**config.mk**
```make
export PLATFORM = sky130hd
export DESIGN_NAME = stdp_learn_scheduler
export DESIGN_NICKNAME = d
export VERILOG_FILES = /design/src/rtl/stdp_learn_scheduler.sv
export SDC_FILE = /design/constraint.sdc
export NUM_CORES = 1
export LEC_CHECK = 0
export BUFFER_PORTS_ARGS = -buffer_cell sky130_fd_sc_hd__buf_2
export CAP_MARGIN = 20
export CORE_ASPECT_RATIO = 1.1
export CORE_MARGIN = 4
export CORE_UTILIZATION = 48
export CTS_CLUSTER_DIAMETER = 120
export DETAILED_ROUTE_END_ITERATION = 6
export GPL_TIMING_DRIVEN = 0
export PLACE_DENSITY = 0.68
export SETUP_SLACK_MARGIN = 0.3
export SLEW_MARGIN = 20
export SYNTH_ARGS = -nofsm -noshare
export SYNTH_HDL_FRONTEND = slang
export SYNTH_SLANG_ARGS = --single-unit
```
**constraint.sdc**
```tcl
create_clock -name clk -period 3.65 [get_ports clk]
set_input_delay 0.73 -clock clk [delete_from_list [all_inputs] [get_ports clk]]
set_output_delay 0.73 -clock clk [all_outputs]
set_load 0.01 [all_outputs]
```
**src/rtl/stdp_learn_scheduler.sv**
```systemverilog
// Serial STDP learning/activation engine: one shared datapath visits every
// synapse once per epoch, accumulating activation and updating weight/trace.
module stdp_learn_scheduler #(
    parameter  int N_SYN        = 8,
    parameter  int W            = 8,
    parameter  int DELTA_OFFSET = 4,
    parameter  int DECAY_SHIFT  = 1,
    localparam int AW           = $clog2(N_SYN),
    localparam int SW           = W + AW
) (
    input  logic             clk,
    input  logic             reset,
    input  logic             tick,
    input  logic             learn,
    input  logic             post_spike,
    input  logic [N_SYN-1:0] pre_spike,
    input  logic             cfg_we,
    input  logic [AW-1:0]    cfg_addr,
    input  logic [W-1:0]     cfg_wdata,
    output logic [W-1:0]     cfg_rdata,
    output logic             busy,
    output logic             done,
    output logic [SW-1:0]    sum_out,
    output logic             overrun
);

    typedef enum logic [1:0] {IDLE, SCAN, FINISH} state_t;

    state_t           state_q;
    logic [AW-1:0]    idx_q;
    logic [SW-1:0]    acc_q;
    logic [SW-1:0]    sum_q;
    logic             busy_q;
    logic             done_q;
    logic             overrun_q;
    logic [N_SYN-1:0] preL_q;
    logic             postL_q;
    logic             learnL_q;
    logic [W-1:0]     w_q  [N_SYN];
    logic [W-1:0]     tr_q [N_SYN];

    logic [W-1:0]        curW;
    logic [W-1:0]        curTr;
    logic signed [W+1:0] wSum;
    logic [W-1:0]        wClamp_d;
    logic [W-1:0]        trNext_d;
    logic [SW-1:0]       accNext_d;

    // Shared datapath for the synapse currently addressed by idx_q; the
    // W+2-bit signed sum exposes both underflow (sign) and overflow (bit W).
    always_comb begin
        curW      = w_q[idx_q];
        curTr     = tr_q[idx_q];
        wSum      = $signed({2'b00, curW}) + $signed({2'b00, curTr})
                    - $signed((W+2)'(DELTA_OFFSET));
        wClamp_d  = wSum[W-1:0];
        if (wSum[W+1]) begin
            wClamp_d = '0;
        end else if (wSum[W]) begin
            wClamp_d = '1;
        end
        trNext_d  = preL_q[idx_q] ? {W{1'b1}} : (curTr >> DECAY_SHIFT);
        accNext_d = acc_q + (preL_q[idx_q] ? SW'(curW) : '0);
    end

    always_ff @(posedge clk) begin
        if (!reset) begin
            state_q   <= IDLE;
            idx_q     <= '0;
            acc_q     <= '0;
            sum_q     <= '0;
            busy_q    <= 1'b0;
            done_q    <= 1'b0;
            overrun_q <= 1'b0;
            preL_q    <= '0;
            postL_q   <= 1'b0;
            learnL_q  <= 1'b0;
            for (int i = 0; i < N_SYN; i++) begin
                w_q[i]  <= '0;
                tr_q[i] <= '0;
            end
        end else begin
            done_q <= 1'b0;
            case (state_q)
                IDLE: begin
                    // Host writes land before a coincident tick, so the scan sees them.
                    if (cfg_we) begin
                        w_q[cfg_addr] <= cfg_wdata;
                    end
                    if (tick) begin
                        preL_q   <= pre_spike;
                        postL_q  <= post_spike;
                        learnL_q <= learn;
                        acc_q    <= '0;
                        idx_q    <= '0;
                        busy_q   <= 1'b1;
                        state_q  <= SCAN;
                    end
                end
                SCAN: begin
                    if (tick) begin
                        overrun_q <= 1'b1;
                    end
                    acc_q <= accNext_d;
                    if (learnL_q) begin
                        tr_q[idx_q] <= trNext_d;
                        if (postL_q) begin
                            w_q[idx_q] <= wClamp_d;
                        end
                    end
                    if (idx_q == AW'(N_SYN - 1)) begin
                        sum_q   <= accNext_d;
                        done_q  <= 1'b1;
                        state_q <= FINISH;
                    end else begin
                        idx_q <= idx_q + AW'(1);
                    end
                end
                FINISH: begin
                    if (tick) begin
                        overrun_q <= 1'b1;
                    end
                    busy_q  <= 1'b0;
                    state_q <= IDLE;
                end
                default: begin
                    state_q <= IDLE;
                end
            endcase
        end
    end

    assign cfg_rdata = w_q[cfg_addr];
    assign busy      = busy_q;
    assign done      = done_q;
    assign sum_out   = sum_q;
    assign overrun   = overrun_q;

endmodule

```
==> results of run 1 <==
==> layer usage <==
metal,vias up,global-route usage [%],share of wire [%]
met2,283,39.4,52
met4,2,8.13,3.0
met5,-,0,0.057
met3,53,5.18,6.8
li1,2916,-,-
met1,3260,27.5,39
==> path summary, 6_finish.rpt <==
path / to / slack (ns) / depth (start not counted)
setup / recovery: w_q[0][0]$_SDFFCE_PN0P_ / -0.003 / 16
hold / removal: preL_q[6]$_SDFFE_PN0P_ / 0.46 / 2
setup reg to reg: w_q[0][0]$_SDFFCE_PN0P_ / -0.003 / 16
hold reg to reg: preL_q[6]$_SDFFE_PN0P_ / 0.46 / 2
==> state kept, by name, indices dropped and copies added (netlist names), named ones only <==
register	count
tr_q	64
w_q	64
acc_q	11
sum_out	11
preL_q	8
idx_q	3
state_q	2
busy	1
done	1
learnL_q	1
overrun	1
postL_q	1
==> area by class of cell <==
class	count	area [um^2]
Fill cell	1343	6730
Sequential cell	171	4710
Multi-Input combinational cell	506	4530
Timing Repair Buffer	86	679
Clock buffer	17	425
Buffer	44	307
Tap cell	238	298
Clock inverter	15	169
Inverter	23	86.3
Antenna cell	1	2.50
==> kinds of logic after synthesis <==
kind of cell    share of synthesized area, %
fa+ha+maj                               4.41
simple gates                            14.6
mux                                     16.4
buf+inv                                 3.72
xor+xnor                                1.19
flops                                   53.1
compound gates                          6.56
==> power groups by stage <==
stage / Sequential (uW) / Combinational, uW / Clock (uW)
6_report: 2190 / 901 / 1820
5_1_grt: 2190 / 959 / 1920
4_1_cts: 2190 / 792 / 1830
3_5_place_dp: 2230 / 658 / 0
3_3_place_gp: 2220 / 638 / 0
2_1_floorplan: 2220 / 491 / 0
==> placed cells by master, fill, tap and decap left out, drive strengths merged, types with 3 or more instances in the layout <==
| cell type | netlist | routed |
|---|---|---|
| mux2i | 17 | 17 |
| nor2 | 162 | 162 |
| nor3 | 3 | 3 |
| clkbuf | 19 | 37 |
| a31oi | 6 | 6 |
| o21ai | 9 | 9 |
| a211oi | 4 | 4 |
| edfxtp | 128 | 128 |
| or3 | 3 | 3 |
| xor2 | 6 | 6 |
| and2 | 11 | 11 |
| dfxtp | 43 | 43 |
| nor2b | 11 | 11 |
| nand2 | 78 | 78 |
| clkinv | 0 | 6 |
| nand2b | 4 | 4 |
| mux2 | 12 | 12 |
| clkinvlp | 0 | 4 |
| o211ai | 3 | 3 |
| a21o | 3 | 3 |
| nand4 | 3 | 3 |
| mux4 | 50 | 50 |
| a22oi | 12 | 12 |
| a21oi | 39 | 39 |
| xnor2 | 6 | 6 |
| inv | 23 | 26 |
| nand3 | 14 | 14 |
| buf | 25 | 109 |
| ha | 28 | 28 |
==> Yosys cell counts, drive strengths merged, types with 9 or more instances <==
| cell | number | share of area, % |
|---|---|---|
| a21oi | 39 | 2.2 |
| a22oi | 12 | 1.3 |
| and2 | 11 | 0.78 |
| buf | 25 | 1.9 |
| clkbuf | 19 | 0.82 |
| dfxtp | 43 | 9.7 |
| edfxtp | 128 | 43 |
| ha | 28 | 4.0 |
| inv | 23 | 0.98 |
| mux2 | 12 | 1.5 |
| mux2i | 17 | 2.1 |
| mux4 | 50 | 13 |
| nand2 | 78 | 3.5 |
| nand3 | 14 | 0.79 |
| nor2 | 162 | 7.0 |
| nor2b | 11 | 0.81 |
| o21ai | 9 | 0.51 |
==> worst register-to-register path, cell delays in order, from the launching register on <==
cell and delay, ns:
sky130_fd_sc_hd__dfxtp_2 0.32, sky130_fd_sc_hd__buf_6 0.14, sky130_fd_sc_hd__buf_12 0.14, sky130_fd_sc_hd__buf_12 0.13
sky130_fd_sc_hd__mux4_2 0.51, sky130_fd_sc_hd__mux2_4 0.32, sky130_fd_sc_hd__ha_4 0.18, sky130_fd_sc_hd__ha_4 0.16
sky130_fd_sc_hd__fa_2 0.37, sky130_fd_sc_hd__a21oi_4 0.21, sky130_fd_sc_hd__o2111ai_2 0.16, sky130_fd_sc_hd__nand4_1 0.23
sky130_fd_sc_hd__buf_4 0.16, sky130_fd_sc_hd__a31oi_1 0.05, sky130_fd_sc_hd__a21oi_2 0.14, sky130_fd_sc_hd__buf_6 0.17
sky130_fd_sc_hd__nor2_1 0.05
==> repair_timing <==
action	CTS	global route
setup buffers	23	18
setup endpoints to repair	78	76
gates resized for setup	86	90
cloned	3	0
hold buffers	0	0
pin swaps	25	38
==> metrics by stage <==
stage / power [uW] / instances / hold WS (ns)
3_5_place_dp: 2890 / 1024 / 0.451
4_1_cts: 4810 / 1082 / 0.460
2_1_floorplan: 2710 / 744 / 0.432
5_1_grt: 5080 / 1100 / 0.480
6_report: 4910 / 1101 / 0.459
3_3_place_gp: 2860 / 1024 / 0.439
==> impl_results.html, run 1 <==
<table>
<tr><th>Metric</th><th>Value</th></tr>
<tr><th colspan="2">Outcome</th></tr>
<tr><td>Status</td><td>finished with violations</td></tr>
<tr><td>Failing checks</td><td>setup timing</td></tr>
<tr><th colspan="2">Run</th></tr>
<tr><td>Max_cap viols</td><td>0</td></tr>
<tr><th colspan="2">Layout</th></tr>
<tr><td># nets final</td><td>904</td></tr>
<tr><td>Relative area change from synthesis to final layout</td><td>26.5%</td></tr>
<tr><td>Summed area of non-filler cells in the final layout</td><td>11,200 um^2</td></tr>
<tr><td>Final Util</td><td>62.5%</td></tr>
<tr><td>Fraction of final layout cells sized beyond drive strength 1</td><td>39.0%</td></tr>
<tr><th colspan="2">Placed design</th></tr>
<tr><td>HPWL after DPL</td><td>15,300 um</td></tr>
<tr><td>Routability congestion estimate from global placement</td><td>0.853</td></tr>
<tr><td>Standard cell area after detailed placement</td><td>9430 um^2</td></tr>
<tr><td>Port-buffer cells</td><td>42</td></tr>
<tr><td>DP Worst Slack</td><td>-0.491 ns</td></tr>
<tr><th colspan="2">Worst setup path</th></tr>
<tr><td>Data arrival time of the worst path</td><td>3.83 ns</td></tr>
<tr><td>Largest stage delay, worst path</td><td>0.51 ns</td></tr>
<tr><td>Startpoint type of the worst setup path</td><td>register</td></tr>
<tr><td>CP Data Required Time</td><td>3.83 ns</td></tr>
<tr><td>Endpoint kind of the worst setup timing path</td><td>register</td></tr>
<tr><td>Critical path fanouts, max</td><td>8</td></tr>
<tr><td>Cell chain of the critical path</td><td>buf_6 -&gt; buf_12 -&gt; buf_12 -&gt; mux4_2 -&gt; mux2_4 -&gt; ha_4 -&gt; ha_4 -&gt; fa_2 -&gt; a21oi_4 -&gt; o2111ai_2 -&gt; nand4_1 -&gt; buf_4 -&gt; a31oi_1 -&gt; a21oi_2 -&gt; buf_6 -&gt; nor2_1</td></tr>
<tr><td>Delay-heaviest family, CP</td><td>multiplexers</td></tr>
<tr><td>Library cell contributing the largest single delay on the critical path</td><td>sky130_fd_sc_hd__mux4_2</td></tr>
<tr><td>Buffering stage count on the worst path with inverters included</td><td>5</td></tr>
<tr><td>Start-to-end type of the worst setup path</td><td>register to register</td></tr>
<tr><th colspan="2">GRT</th></tr>
<tr><td>Aggregate global routing overflow</td><td>0</td></tr>
<tr><td>Tot GR Track Use</td><td>22.7%</td></tr>
<tr><td>Number of global-route vias before repair</td><td>6,545</td></tr>
<tr><td>Maximum number of pins on one net before global-route repair</td><td>17</td></tr>
<tr><td>First-pass GRT wire length</td><td>35,100 um</td></tr>
<tr><td>Initial antenna violation count</td><td>1</td></tr>
<tr><th colspan="2">Die</th></tr>
<tr><td>Die span in x</td><td>137 um</td></tr>
<tr><td>Core region area</td><td>17,900 um^2</td></tr>
<tr><td>Initial standard-cell utilization of the core</td><td>49.4%</td></tr>
<tr><td>Die outline area</td><td>20,700 um^2</td></tr>
<tr><td>Vertical extent of the die</td><td>150 um</td></tr>
<tr><td>Io pins</td><td>47</td></tr>
<tr><td>Row cnt</td><td>51</td></tr>
<tr><th colspan="2">Clocking</th></tr>
<tr><td>Clock transition at the register clock pins on the worst setup and hold paths after CTS</td><td>0.07 ns</td></tr>
<tr><td>Total number of H-tree levels</td><td>4</td></tr>
<tr><td>Root Buffer</td><td>sky130_fd_sc_hd__clkbuf_16</td></tr>
<tr><td>Source-to-sink clock delay at the later pin of the worst-skew pair</td><td>0.43 ns</td></tr>
<tr><td>Clock tree from TritonCTS</td><td>yes</td></tr>
<tr><td>Maximum buffer depth of the clock tree</td><td>2</td></tr>
<tr><td>Sinks on Clock Net</td><td>171</td></tr>
<tr><td>CTS buffer count</td><td>17</td></tr>
<tr><th colspan="2">Timing</th></tr>
<tr><td>Final worst slack</td><td>-0.00339 ns</td></tr>
<tr><td>Hold violation total from the final report</td><td>0</td></tr>
<tr><td>Slew at the pin closest to its max-slew limit</td><td>0.618 ns</td></tr>
<tr><td>Part of the cycle the worst path needs</td><td>100%</td></tr>
<tr><td>Total of endpoints with negative setup slack in the final report</td><td>3</td></tr>
<tr><td>Headroom to the max-slew limit</td><td>58.8%</td></tr>
<tr><td>Final Slew Violations</td><td>0</td></tr>
<tr><td>Achievable clock frequency</td><td>274 MHz</td></tr>
<tr><td>Minimum clock period</td><td>3.65 ns</td></tr>
<tr><td>Largest clock skew in the final design</td><td>0.0107 ns</td></tr>
<tr><td>Final sum of negative setup slack</td><td>-0.00423 ns</td></tr>
<tr><td>Setup repair after global routing missed its margin</td><td>true</td></tr>
<tr><th colspan="2">Synthesis</th></tr>
<tr><td>Post-synthesis net count</td><td>799</td></tr>
<tr><td>Summed instance area of the synthesized netlist</td><td>8850 um^2</td></tr>
<tr><td>Count of flip-flops with a built-in enable after synthesis</td><td>128</td></tr>
<tr><td>Gate Count Post-Synth</td><td>744</td></tr>
<tr><td>Yosys reg bits</td><td>171</td></tr>
<tr><td>Average instance area after synthesis</td><td>11.9 um^2</td></tr>
<tr><td>Ys Warns</td><td>0</td></tr>
<tr><td>Proportion of synthesized chip area in sequential cells</td><td>53.1%</td></tr>
<tr><td>Main flop type after synthesis</td><td>sky130_fd_sc_hd__edfxtp_1</td></tr>
<tr><td>Number of distinct library cell variants in the gate-level netlist after synthesis</td><td>57</td></tr>
<tr><td>Async set or reset register ratio after synthesis</td><td>0%</td></tr>
<tr><th colspan="2">Routing</th></tr>
<tr><td>Antenna-violating nets left</td><td>0</td></tr>
<tr><td>Number of remaining DRC errors</td><td>0</td></tr>
<tr><td>DRT Pass-1 Iters</td><td>5</td></tr>
<tr><td>Post-detailed-route via-to-cell ratio</td><td>5.92</td></tr>
<tr><td>Post-detailed-route wirelength per cell</td><td>20.8 um</td></tr>
<tr><td>Via count</td><td>6,514</td></tr>
<tr><td>DRC violation total after the first TritonRoute iteration</td><td>571</td></tr>
<tr><td>Routed wire length</td><td>22,900 um</td></tr>
<tr><th colspan="2">Pwr</th></tr>
<tr><td>Leak Pwr</td><td>0.00407 uW</td></tr>
<tr><td>Cell internal pwr</td><td>3580 uW</td></tr>
<tr><td>Clock network fraction of design power</td><td>37.1%</td></tr>
<tr><td>Power share of the sequential group</td><td>44.5%</td></tr>
<tr><td>Pwr per Cell Area</td><td>439 nW/um^2</td></tr>
<tr><td>Worst IR drop on VDD</td><td>0.000356 V</td></tr>
<tr><td>Switching share of total power</td><td>27.0%</td></tr>
<tr><td>NetSw</td><td>1330 uW</td></tr>
<tr><td>Power share of the combinational group</td><td>18.3%</td></tr>
<tr><th colspan="2">Hold path</th></tr>
<tr><td>Startpoint of the most critical hold path</td><td>preL_q[6]$_SDFFE_PN0P_</td></tr>
<tr><td>Type of the most critical hold path</td><td>register to register</td></tr>
</table>
Power figures use the tool's default switching activity.
==> run 2: changes to the inputs <==
--- a/config.mk
+++ b/config.mk
@@ -14,3 +14,2 @@
 export DETAILED_ROUTE_END_ITERATION = 6
-export GPL_TIMING_DRIVEN = 0
 export PLACE_DENSITY = 0.68
==> constraint.sdc (replaced) <==
create_clock -name clk -period 3.65 [get_ports clk]
set_input_delay 0.365 -clock clk [delete_from_list [all_inputs] [get_ports clk]]
set_output_delay 0.365 -clock clk [all_outputs]
set_load 0.01 [all_outputs]
==> impl_results.html, run 2 (synthesis gave the netlist of run 1 again) <==
<table>
<tr><th>Metric</th><th>Value</th></tr>
<tr><th colspan="2">Clocking</th></tr>
<tr><td>Maximum buffer depth of the clock tree</td><td>2</td></tr>
<tr><td>Clock tree from TritonCTS</td><td>yes</td></tr>
<tr><td>Hold buffer count at cts</td><td>0</td></tr>
<tr><td>Clock transition at the register clock pins on the worst setup and hold paths after CTS</td><td>0.07 ns</td></tr>
<tr><td>Sinks on Clock Net</td><td>171</td></tr>
<tr><td>Total number of H-tree levels</td><td>4</td></tr>
<tr><td>Source-to-sink clock delay at the later pin of the worst-skew pair</td><td>0.43 ns</td></tr>
<tr><td>CTS buffer count</td><td>17</td></tr>
<tr><td>Root Buffer</td><td>sky130_fd_sc_hd__clkbuf_16</td></tr>
<tr><th colspan="2">Timing</th></tr>
<tr><td>Part of the cycle the worst path needs</td><td>96.9%</td></tr>
<tr><td>Setup repair after global routing missed its margin</td><td>true</td></tr>
<tr><td>Final Slew Violations</td><td>0</td></tr>
<tr><td>Minimum clock period</td><td>3.54 ns</td></tr>
<tr><td>Headroom to the max-slew limit</td><td>33.9%</td></tr>
<tr><td>Final worst slack</td><td>0.115 ns</td></tr>
<tr><td>Achievable clock frequency</td><td>283 MHz</td></tr>
<tr><td>Slew at the pin closest to its max-slew limit</td><td>0.991 ns</td></tr>
<tr><td>Hold violation total from the final report</td><td>0</td></tr>
<tr><td>Largest clock skew in the final design</td><td>0.0121 ns</td></tr>
<tr><td>Total of endpoints with negative setup slack in the final report</td><td>0</td></tr>
<tr><td>Final sum of negative setup slack</td><td>0 ns</td></tr>
<tr><th colspan="2">Worst setup path</th></tr>
<tr><td>Capture instance of the worst register-to-register path</td><td>w_q[1][4]$_SDFFCE_PN0P_</td></tr>
<tr><td>CP Data Required Time</td><td>3.82 ns</td></tr>
<tr><td>Library cell contributing the largest single delay on the critical path</td><td>sky130_fd_sc_hd__mux4_2</td></tr>
<tr><td>Register-to-Register Setup Slack</td><td>0.11 ns</td></tr>
<tr><td>Cell seen most often among critical-path stages</td><td>sky130_fd_sc_hd__ha_2</td></tr>
<tr><td>Data arrival time of the worst path</td><td>3.71 ns</td></tr>
<tr><td>Startpoint type of the worst setup path</td><td>register</td></tr>
<tr><td>Endpoint kind of the worst setup timing path</td><td>register</td></tr>
<tr><td>Cell chain of the critical path</td><td>buf_12 -&gt; mux4_2 -&gt; mux2_4 -&gt; ha_2 -&gt; ha_2 -&gt; fa_2 -&gt; a21oi_4 -&gt; o2111ai_2 -&gt; nand4_1 -&gt; inv_2 -&gt; a22oi_2 -&gt; buf_6 -&gt; nor2_1</td></tr>
<tr><td>Depth of the worst register-to-register path</td><td>13</td></tr>
<tr><td>Delay-heaviest family, CP</td><td>multiplexers</td></tr>
<tr><td>Critical path fanouts, max</td><td>11</td></tr>
<tr><td>Start-to-end type of the worst setup path</td><td>register to register</td></tr>
<tr><td>Largest stage delay, worst path</td><td>0.54 ns</td></tr>
<tr><td>Buffering stage count on the worst path with inverters included</td><td>3</td></tr>
<tr><th colspan="2">Hold path</th></tr>
<tr><td>Type of the most critical hold path</td><td>primary input to register</td></tr>
<tr><td>Depth of the worst hold-timing path</td><td>3</td></tr>
<tr><td>Startpoint of the most critical hold path</td><td>learn</td></tr>
<tr><td>Endpoint of the worst hold-timing path</td><td>learnL_q$_SDFFE_PN0P_</td></tr>
<tr><th colspan="2">Routing</th></tr>
<tr><td>Antenna-violating nets left</td><td>0</td></tr>
<tr><td>Routed wire length</td><td>22,100 um</td></tr>
<tr><td>Post-detailed-route via-to-cell ratio</td><td>5.84</td></tr>
<tr><td>Number of remaining DRC errors</td><td>0</td></tr>
<tr><td>Post-detailed-route wirelength per cell</td><td>20.5 um</td></tr>
<tr><td>Via count</td><td>6,303</td></tr>
<tr><td>DRC violation total after the first TritonRoute iteration</td><td>553</td></tr>
<tr><td>DRT Pass-1 Iters</td><td>5</td></tr>
<tr><th colspan="2">Pwr</th></tr>
<tr><td>Switching share of total power</td><td>27.1%</td></tr>
<tr><td>Power share of the combinational group</td><td>17.8%</td></tr>
<tr><td>Clock network fraction of design power</td><td>36.5%</td></tr>
<tr><td>Cell internal pwr</td><td>3490 uW</td></tr>
<tr><td>Leak Pwr</td><td>0.00397 uW</td></tr>
<tr><td>NetSw</td><td>1290 uW</td></tr>
<tr><td>Worst IR drop on VDD</td><td>0.000318 V</td></tr>
<tr><td>Pwr per Cell Area</td><td>448 nW/um^2</td></tr>
<tr><td>Power share of the sequential group</td><td>45.8%</td></tr>
<tr><th colspan="2">Placed design</th></tr>
<tr><td>HPWL after DPL</td><td>14,500 um</td></tr>
<tr><td>DP Worst Slack</td><td>0.0723 ns</td></tr>
<tr><td>Port-buffer cells</td><td>46</td></tr>
<tr><td>Post-Place Cells</td><td>1,014</td></tr>
<tr><td>Routability congestion estimate from global placement</td><td>0.920</td></tr>
<tr><th colspan="2">Layout</th></tr>
<tr><td>Most common cell after layout, fill and taps aside</td><td>sky130_fd_sc_hd__nor2_1</td></tr>
<tr><td>Fill cells</td><td>1,401</td></tr>
<tr><td>Total area of multi-input combinational cells</td><td>4180 um^2</td></tr>
<tr><td># nets final</td><td>884</td></tr>
<tr><td>Sequential cell area in the final layout</td><td>4710 um^2</td></tr>
<tr><td>Ant diodes</td><td>0</td></tr>
<tr><td>Fraction of final layout cells sized beyond drive strength 1</td><td>33.5%</td></tr>
<tr><td>Fin cells</td><td>1,080</td></tr>
<tr><td>Leading registers by flop count</td><td>tr_q x64, w_q x64</td></tr>
<tr><td>Leading cell types in the layout, fill and taps excluded</td><td>sky130_fd_sc_hd__nor2_1 (157), sky130_fd_sc_hd__edfxtp_1 (128), sky130_fd_sc_hd__nand2_1 (68)</td></tr>
<tr><td>Final Util</td><td>59.5%</td></tr>
<tr><td>Relative area change from synthesis to final layout</td><td>20.5%</td></tr>
<tr><th colspan="2">Die</th></tr>
<tr><td>Die outline area</td><td>20,700 um^2</td></tr>
<tr><td>Row cnt</td><td>51</td></tr>
<tr><td>Die span in x</td><td>137 um</td></tr>
<tr><td>Initial standard-cell utilization of the core</td><td>49.4%</td></tr>
<tr><td>Vertical extent of the die</td><td>150 um</td></tr>
<tr><td>Io pins</td><td>47</td></tr>
<tr><td>Core region area</td><td>17,900 um^2</td></tr>
<tr><th colspan="2">Outcome</th></tr>
<tr><td>Status</td><td>complete, no violations</td></tr>
<tr><th colspan="2">GRT</th></tr>
<tr><td>Aggregate global routing overflow</td><td>0</td></tr>
<tr><td>Number of global-route vias before repair</td><td>6,295</td></tr>
<tr><td>Maximum number of pins on one net before global-route repair</td><td>39</td></tr>
<tr><td>First-pass GRT wire length</td><td>34,000 um</td></tr>
<tr><td>Tot GR Track Use</td><td>21.9%</td></tr>
<tr><td>Initial antenna violation count</td><td>0</td></tr>
<tr><th colspan="2">Run</th></tr>
<tr><td>Max_cap viols</td><td>0</td></tr>
</table>
run 2: cell types whose count changed in the layout (fill, tap and decap cells not counted), sizes merged:
cell / delta
buf: +1
bufbuf: -1
bufinv: -1
clkbuf: -20
clkinv: -3
clkinvlp: +1
diode: -1
inv: +3
run 2: worst max path at each step:
| stage | endpoint | slack (ns) | depth (start not counted) |
|---|---|---|---|
| finish | w_q[1][4]$_SDFFCE_PN0P_ | 0.11 | 13 |
| global route | w_q[0][6]$_SDFFCE_PN0P_ | -0.02 | 15 |
| CTS | w_q[1][4]$_SDFFCE_PN0P_ | 0.20 | 16 |
| detailed placement | w_q[0][7]$_SDFFCE_PN0P_ | 0.07 | 13 |
| global placement | w_q[0][7]$_SDFFCE_PN0P_ | 0.09 | 13 |
| floorplan | w_q[0][3]$_SDFFCE_PN0P_ | 0.31 | 14 |
run 2: final cells by class:
class	instances	share of cell area, %
Sequential cell	171	44.1
Multi-Input combinational cell	506	39.1
Inverter	23	0.809
Timing Repair Buffer	110	7.82
Tap cell	238	2.79
Clock inverter	15	1.30
Clock buffer	17	3.99
run 2: through the flow:
step	total power (uW)	area, um^2	hold WS [ns]
final	4780	10700	0.172
after global routing	4940	10700	0.166
after CTS	4700	10400	0.154
after detailed placement	2880	9450	0.446
after global placement	2860	9450	0.438
after floorplan	2710	8920	0.432
run 2: worst register-to-register path, stage by stage (launching register included):
cell	delay, ns
sky130_fd_sc_hd__dfxtp_4	0.37
sky130_fd_sc_hd__buf_12	0.15
sky130_fd_sc_hd__mux4_2	0.54
sky130_fd_sc_hd__mux2_4	0.31
sky130_fd_sc_hd__ha_2	0.20
sky130_fd_sc_hd__ha_2	0.20
sky130_fd_sc_hd__fa_2	0.38
sky130_fd_sc_hd__a21oi_4	0.19
sky130_fd_sc_hd__o2111ai_2	0.13
sky130_fd_sc_hd__nand4_1	0.24
sky130_fd_sc_hd__inv_2	0.13
sky130_fd_sc_hd__a22oi_2	0.23
sky130_fd_sc_hd__buf_6	0.16
sky130_fd_sc_hd__nor2_1	0.05
run 2: routing by layer:
layer  GRT usage [%]  routed length, um  vias up  share of wire, %
met5               0                  0        -                 0
met4            7.24                664        0               3.0
met3            3.94               1490       52               6.7
met2            37.8              11300      290                51
met1            27.9               8620     3083                39
li1                -                  -     2878                 -
run 2: power groups by stage:
stage          clock, uW  sequential (uW)  combinational (uW)
2_1_floorplan          0             2220                 491
3_3_place_gp           0             2220                 637
3_5_place_dp           0             2230                 650
4_1_cts             1760             2190                 755
5_1_grt             1840             2190                 913
6_report            1740             2190                 849
run 2: timing repair:
action,4_1_cts,5_1_grt
buffers inserted,23,11
endpoints found under the hold margin,0,0
setup endpoints to repair,70,85
resized for setup,38,42
pin swaps,16,32
